## config.mk

```make
export PLATFORM = sky130hd
export DESIGN_NAME = stage_one_fetch
export DESIGN_NICKNAME = d
export VERILOG_FILES = /design/src/rtl/stage_one_fetch.sv
export SDC_FILE = /design/constraint.sdc
export NUM_CORES = 1
export LEC_CHECK = 0
export ABC_AREA = 1
export CAP_MARGIN = 20
export CORE_UTILIZATION = 39
export DETAILED_ROUTE_END_ITERATION = 10
export PLACE_DENSITY = 0.6
export SLEW_MARGIN = 20
export SYNTH_ARGS = -nofsm -noshare
export SYNTH_HDL_FRONTEND = slang
export SYNTH_SLANG_ARGS = --single-unit
```

## constraint.sdc

```tcl
create_clock -name clk -period 8.5 [get_ports clk]
set_clock_uncertainty 0.2 [all_clocks]
set_input_delay 1.7 -clock clk [delete_from_list [all_inputs] [get_ports clk]]
set_output_delay 1.7 -clock clk [all_outputs]
set_load 0.02 [all_outputs]
```

## src/rtl/stage_one_fetch.sv

```systemverilog
// stage_one_fetch
//   Instruction-fetch stage. Holds the PC, fetches one word at a time from
//   instruction memory over a req/ready handshake, presents it to decode and
//   computes the next PC from decode's controls. Also owns the hardware
//   return-address stack used by call (push) and return (pop).
//
//   FSM: FETCH (issue req) -> WAIT (hold req until imem_ready)
//        -> HOLD (present instruction until pc_write) -> FETCH
//
// Ports
//   clk, rst            clock; asynchronous active-low reset
//   pc_write            decode commits the presented instruction
//   pc_src[2:0]         next-PC select
//   jump_target[25:0]   J-type target field
//   alu_out[31:0]       register-indirect target
//   push, pop           return-address stack call / return
//   imem_req/addr       fetch request and byte address (== pc)
//   imem_ready/rdata    memory response
//   instruction, pc_out registered instruction word and its PC
//   instr_valid         instruction/pc_out valid (HOLD)
//   stack_full/empty    registered stack occupancy flags
//   stack_err           (only with STACK_ERR_EN) sticky overflow/underflow flag
//
// Build option: define STACK_ERR_EN to add the stack_err output.

module stage_one_fetch #(
  parameter logic [31:0] RESET_PC    = 32'h0000_0000,
  parameter int          STACK_DEPTH = 8
) (
  input  logic        clk,
  input  logic        rst,
  input  logic        pc_write,
  input  logic [2:0]  pc_src,
  input  logic [25:0] jump_target,
  input  logic [31:0] alu_out,
  input  logic        push,
  input  logic        pop,
  output logic        imem_req,
  output logic [31:0] imem_addr,
  input  logic        imem_ready,
  input  logic [31:0] imem_rdata,
  output logic [31:0] instruction,
  output logic [31:0] pc_out,
  output logic        instr_valid,
  output logic        stack_full,
  output logic        stack_empty
`ifdef STACK_ERR_EN
  ,
  output logic        stack_err
`endif
);

  localparam int IW  = $clog2(STACK_DEPTH);
  localparam int SPW = IW + 1;

  typedef enum logic [1:0] {FETCH = 2'd0, WAIT = 2'd1, HOLD = 2'd2} state_t;

  state_t          state_q, state_d;
  logic [31:0]     pc;
  logic [31:0]     pc4;
  logic [31:0]     next_pc;
  logic [31:0]     stack [STACK_DEPTH];
  logic [SPW-1:0]  sp, sp_d;
  logic [IW-1:0]   top_idx;
  logic [IW-1:0]   stk_widx;
  logic            stk_we;
  logic            err_ev;
  logic            commit;
  logic [31:0]     br_off;

  // The full word of alu_out is a port, but targets are word aligned.
  logic unused_alu_lsb;
  assign unused_alu_lsb = &{1'b0, alu_out[1:0]};

  assign commit   = (state_q == HOLD) && pc_write;
  assign pc4      = pc + 32'd4;
  assign top_idx  = IW'(sp - SPW'(1));
  assign br_off   = {{14{instruction[15]}}, instruction[15:0], 2'b00};

  // Request is gated with reset so it drops the instant reset asserts,
  // abandoning any outstanding fetch; the state register itself resets
  // to FETCH so the first request goes out right after release.
  assign imem_req  = rst && (state_q != HOLD);
  assign imem_addr = pc;

  // ---------------- FSM ----------------
  always_ff @(posedge clk or negedge rst) begin
    if (!rst) state_q <= FETCH;
    else      state_q <= state_d;
  end

  always_comb begin
    state_d = state_q;
    case (state_q)
      FETCH:   state_d = WAIT;
      WAIT:    if (imem_ready) state_d = HOLD;
      HOLD:    if (pc_write)   state_d = FETCH;
      default: state_d = FETCH;
    endcase
  end

  // ---------------- next PC ----------------
  always_comb begin
    next_pc = pc4;
    case (pc_src)
      3'b001:  next_pc = pc4 + br_off;
      3'b010:  next_pc = {pc4[31:28], jump_target, 2'b00};
      3'b011:  next_pc = stack_empty ? pc4 : stack[top_idx];
      3'b100:  next_pc = {alu_out[31:2], 2'b00};
      default: next_pc = pc4;
    endcase
  end

  // ---------------- stack control ----------------
  // push&pop together is a tail call: the top entry is replaced in place.
  // On an empty stack there is nothing to replace, so it degrades to a
  // plain push and the pop half counts as an underflow.
  always_comb begin
    sp_d     = sp;
    stk_we   = 1'b0;
    stk_widx = sp[IW-1:0];
    err_ev   = 1'b0;
    if (commit) begin
      if (push && pop && !stack_empty) begin
        stk_we   = 1'b1;
        stk_widx = top_idx;
      end else if (push) begin
        if (!stack_full) begin
          stk_we = 1'b1;
          sp_d   = sp + SPW'(1);
        end
        err_ev = stack_full || pop;
      end else if (pop) begin
        if (!stack_empty) sp_d = sp - SPW'(1);
        else              err_ev = 1'b1;
      end
    end
  end

  always_ff @(posedge clk) begin
    if (stk_we) stack[stk_widx] <= pc4;
  end

  // ---------------- datapath registers ----------------
  always_ff @(posedge clk or negedge rst) begin
    if (!rst) begin
      pc          <= {RESET_PC[31:2], 2'b00};
      pc_out      <= {RESET_PC[31:2], 2'b00};
      instruction <= '0;
      instr_valid <= 1'b0;
      sp          <= '0;
      stack_full  <= 1'b0;
      stack_empty <= 1'b1;
    end else begin
      if (state_q == WAIT && imem_ready) begin
        instruction <= imem_rdata;
        pc_out      <= pc;
        instr_valid <= 1'b1;
      end
      if (commit) begin
        pc          <= next_pc;
        instr_valid <= 1'b0;
        sp          <= sp_d;
        stack_full  <= (sp_d == SPW'(STACK_DEPTH));
        stack_empty <= (sp_d == '0);
      end
    end
  end

`ifdef STACK_ERR_EN
  always_ff @(posedge clk or negedge rst) begin
    if (!rst)        stack_err <= 1'b0;
    else if (err_ev) stack_err <= 1'b1;
  end
`else
  logic unused_err_ev;
  assign unused_err_ev = err_ev;
`endif

endmodule
```

**After elaboration in Yosys (flattened, before gate mapping)**

Memory sizes are Yosys's and may differ from the RTL's.
Index checks and enable logic that the tools add are counted.

- Add/sub/neg operators: 4
- Eq/ne operators: 10
- Muxes and demuxes: 21
- Reduce and logical (&&, ||, !) cells: 10

Operators by type and width:

| kind | number |
|---|---|
| $pmux W32 S4 | 1 |
| $add A32 B3 Y32 const B | 1 |
| $add A32 B32 Y32 | 1 |
| $mux W32 | 1 |
| $mux W4 | 6 |
| $mux W1 | 8 |
| $eq A3 B2 Y1 const B | 2 |
| $mux W3 | 2 |
| $ne A2 B2 Y1 const B | 3 |
| $pmux W2 S3 | 1 |
| $logic_and A1 B1 Y1 | 5 |
| $add A4 B1 Y4 const B | 1 |
| $eq A4 B4 Y1 const B | 1 |
| $logic_not A4 Y1 | 1 |
| $mux W2 | 2 |
| $sub A4 B1 Y4 const B | 1 |
| $eq A3 B1 Y1 const B | 1 |
| $eq A3 B3 Y1 const B | 1 |
| $eq A2 B1 Y1 const B | 1 |
| $eq A2 B2 Y1 const B | 1 |
| $logic_not A2 Y1 | 1 |
| $reduce_and A2 Y1 | 1 |
| $reduce_bool A2 Y1 | 1 |
| $logic_not A1 Y1 | 1 |

- Bits in registers: 105
- Bits in writable memories: 256
- Output and inout port bits: 100
- Logic and storage cells: 54
- Memories kept: 1

Memory list:

| name | depth | width | rd ports | clocked after Yosys merged registers in | wr ports | RTL line | RTL |
|---|---|---|---|---|---|---|---|
| stack | 8 | 32 | 1 | 0 | 1 | 62 | `logic [31:0] stack [STACK_DEPTH];` |

**Longest topological paths before layout**

- Depth in word-level cells: 7
- Depth in mapped cells: 24
- Mapped depth without buffers: 24

**Worst setup path before layout**

OpenSTA, ideal clock, no wires.

- Kind: in2reg
- Start point: input port pop
- End point: memory stack[1][0], enable pin
- Setup time: 0.421 ns
- Data arrival time: 3.928 ns
- Required time: 7.879 ns
- Setup slack: 3.951 ns
- Stages: 8
- Cells stage by stage: nand2_2 -> nor2_2 -> inv_1 -> nor2_1 -> inv_1 -> o21ai_0 -> nand2_1 -> nor2_1

- Word-level cells in the longest chain between the ends: 6
- Elaborated cells on any way between the ends: 8
- Those cells by class: 6 x mux; 2 x reduce/logical

RTL lines:

| item | RTL line | RTL |
|---|---|---|
| start, declared | 37 | `input logic pop,` |
| $logic_and A1 B1 Y1 * (2 in series) | 124 | `if (push && pop && !stack_empty) begin` |
| $mux W1 | 124 |  |
| $mux W1 | 123 | `if (commit) begin` |
| $mux W1 | 141 | `if (stk_we) stack[stk_widx] <= pc4;` |
| $mux W1 (implied by the code) | 141 |  |
| end, declared | 62 |  |

Mark *: on every way between the ends. The rest lies on a longest branch, timed or not.

**Worst setup path after layout**

- Start point: input port rst
- End point: output port imem_req

- Word-level cells in the longest chain between the ends: 1

RTL lines:

| item | RTL line | RTL |
|---|---|---|
| start, declared | 31 | `input logic rst,` |
| $logic_and A1 B1 Y1 | 83 | `assign imem_req = rst && (state_q != HOLD);` |
| end, declared | 38 | `output logic imem_req,` |

Every way passes these cells.

==> results.sh <==
export IMPL_outcome="completed"
export IMPL_grtUsageTotal_pct=24.2
export IMPL_synth_main_ff_cell="edfxtp_1"
export IMPL_grt_util_met2_pct=39.8
export IMPL_die_h_um=218
export IMPL_fin_crit_ps=4990
export IMPL_gp_congestion=0.950
export IMPL_netlist_area_um2=18100
export IMPL_cp_end_kind="output pin"
export IMPL_finalInstanceArea_um2=21900
export IMPL_hold_worst_slack_ps=286
export IMPL_grt_pass1_vias=14300
export IMPL_grt_pass1_wl_mm=86.4
export IMPL_fin_nets=2243
export IMPL_fin_crit_sh_pct=58.8
export IMPL_ys_async_sr_fraction_pct=29.1
export IMPL_pin_count=199
export IMPL_cts_inserted_buffers=39
export IMPL_slowest_stage="clkdlybuf4s50_1"
export IMPL_dp_hpwl_mm=37.8
export IMPL_rsz0062_at_grt="false"
export IMPL_antenna_found_initial=0
export IMPL_hp_class="register to register"
export IMPL_layout_drive_gt1_share_pct=7.78
export IMPL_synth_top_area_share_pct=42.4
export IMPL_cts_tree="yes"
export IMPL_cts_resized=0
export IMPL_n_antenna_cell=0
export IMPL_yosysWarnings=0
export IMPL_cpPeakStageDelay_ps=630
export IMPL_met3_usage_pct=3.58
export IMPL_cp_cell_sequence="buf_4, a21boi_0, clkdlybuf4s50_1"
export IMPL_via_per_inst=5.35
export IMPL_synthCells=1924
export IMPL_min_from="instr_valid"
export IMPL_max_vdd_ir_drop_v=0.000348
export IMPL_clkTransAtPathRegs_ps=60
export IMPL_firstDrtPassIters=5
export IMPL_r2r_end="imem_addr[21]"
export IMPL_slew_violations=0
export IMPL_busiest_layer="met2"
export IMPL_synth_seq_area_share_pct=57.0
export IMPL_start_util_pct=39.7
export IMPL_synth_nets=2064
export IMPL_tightest_slew_ps=1100
export IMPL_synthTopCellsByArea="edfxtp_1 42%, dfrtp_1 14%, nand2_1 10%, nand3_1 4.4%, nor2_1 3.8%"
export IMPL_drc=0
export IMPL_clock_sinks=361
export IMPL_hold_path_depth=2
export IMPL_first_iter_violations=1370
export IMPL_rows=78
export IMPL_p_per_area_nw_per_um2=410
export IMPL_die_area_um2=47300
export IMPL_hold_buffers=0
export IMPL_portBuffers=196
export IMPL_synth_edf_count=256
export IMPL_r2r_start="imem_addr[2]"
export IMPL_ys_ff_latch=361
export IMPL_reg2reg_slack_ps=4020
export IMPL_postRouteAntennaNets=0
export IMPL_utilization_pct=48.1
export IMPL_hold_end="instr_valid"
export IMPL_overflow=0
export IMPL_fmax_ghz=0.200
export IMPL_crit_arrival_ps=3090
export IMPL_wire_per_inst_um=20.9
export IMPL_clk_latency_ps=550
export IMPL_start_kind="input port"
export IMPL_critPathKind="input port to output pin"
export IMPL_slew_headroom_pct=26.4
export IMPL_synth_area_per_cell_um2=9.41
export IMPL_yosysTopAreaCell="edfxtp_1"
export IMPL_crit_fanout=46
export IMPL_layout_commonest_cell="nand2_1"
export IMPL_grt_use_met1_pct=32.9
export IMPL_yosysUniqueCellTypes=61
export IMPL_fp_coreArea_um2=45600
export IMPL_num_vias=14600
export IMPL_p_leak_nw=8.79
export IMPL_cts_root_buf="clkbuf_16"
export IMPL_final_hold_viol_count=0
export IMPL_total_power_mw=8.99
export IMPL_setup_viol_count_final=0
export IMPL_fp_dieW_um=218
export IMPL_required_ps=6600
export IMPL_drt_total_wl_mm=57.2
export IMPL_placed_cell_area_um2=20700
export IMPL_mostFrequentLayoutCells="497 x nand2_1, 256 x edfxtp_1, 195 x clkdlybuf4s50_1"
export IMPL_cap_violations=0
export IMPL_clk_path_buf_depth=3
export IMPL_post_cts_setup_buffer_count=0
export IMPL_grt_max_degree=99
export IMPL_syn_to_final_growth_pct=21.0
export IMPL_setup_tns_ps=0
export IMPL_rr_worst_depth=16
export IMPL_htree_levels=2
-- cell usage after synthesis, drive strengths merged (22+ instances only) --
cell / instances
nand2: 503
clkbuf: 22
dfrtp: 104
nor2: 192
o21ai: 150
nand3: 162
mux2: 32
buf: 56
a21oi: 70
inv: 176
ha: 40
edfxtp: 256
-- stage by stage --
| step | setup WS, ps | std cells |
|---|---|---|
| 2_1_floorplan | 3950 | 1924 |
| 3_3_place_gp | 3500 | 2661 |
| 3_5_place_dp | 3470 | 2661 |
| 4_1_cts | 3470 | 2732 |
| 5_1_grt | 3390 | 2733 |
| 6_report | 3510 | 2733 |
-- registers in the layout (all words and copies together) (netlist names) --
signal / flops
instr_valid: 1
stack: 256
sp: 4
stack_empty: 1
state_q: 2
pc_out: 32
stack_full: 1
imem_addr: 32
instruction: 32
-- kinds of logic after synthesis --
logic type	share of synthesized area (%)
AO/OA/AOI/OAI	10.1
XOR/XNOR	1.05
adder cells (fa/ha/maj)	2.87
multiplexers	2.10
AND/OR/NAND/NOR	21.1
flip-flops	57.0
buffers and inverters	5.89
-- worst max-delay path by stage --
stage,start,end,cells past startpoint
floorplan,pop,stack[1][0],8
global placement,rst,imem_req,3
detailed placement,rst,imem_req,3
CTS,rst,imem_req,3
global route,rst,imem_req,3
finish,rst,imem_req,3
-- power breakdown --
group          switching [mW]  internal (mW)
combinational            3.08           1.59
clock                   0.701          0.920
sequential              0.332           2.37
total                    4.12           4.88
-- layer usage --
metal  wire length [um]  part of all wire, %  up-vias
li1                   -                    -     6896
met1              24900                   44     7073
met2              26700                   47      558
met3               4060                  7.1       87
met4               1530                  2.7        0
met5                  0                    0        -
-- final cells by class --
class / count / area [um2]
flip-flops and latches: 361 / 10300
inverters: 177 / 666
clock inverters: 19 / 140
well taps: 600 / 751
multi-input cells: 1308 / 6840
clock buffers: 52 / 1070
fillers: 4259 / 23700
repair buffers: 216 / 2130
-- worst max-delay path, delay by kind of cell --
| family | cells | cell delay [ps] |
|---|---|---|
| AO/OA/AOI/OAI | 1 | 250 |
| buffers and inverters | 2 | 1100 |
(Power assumes the default switching activity.)
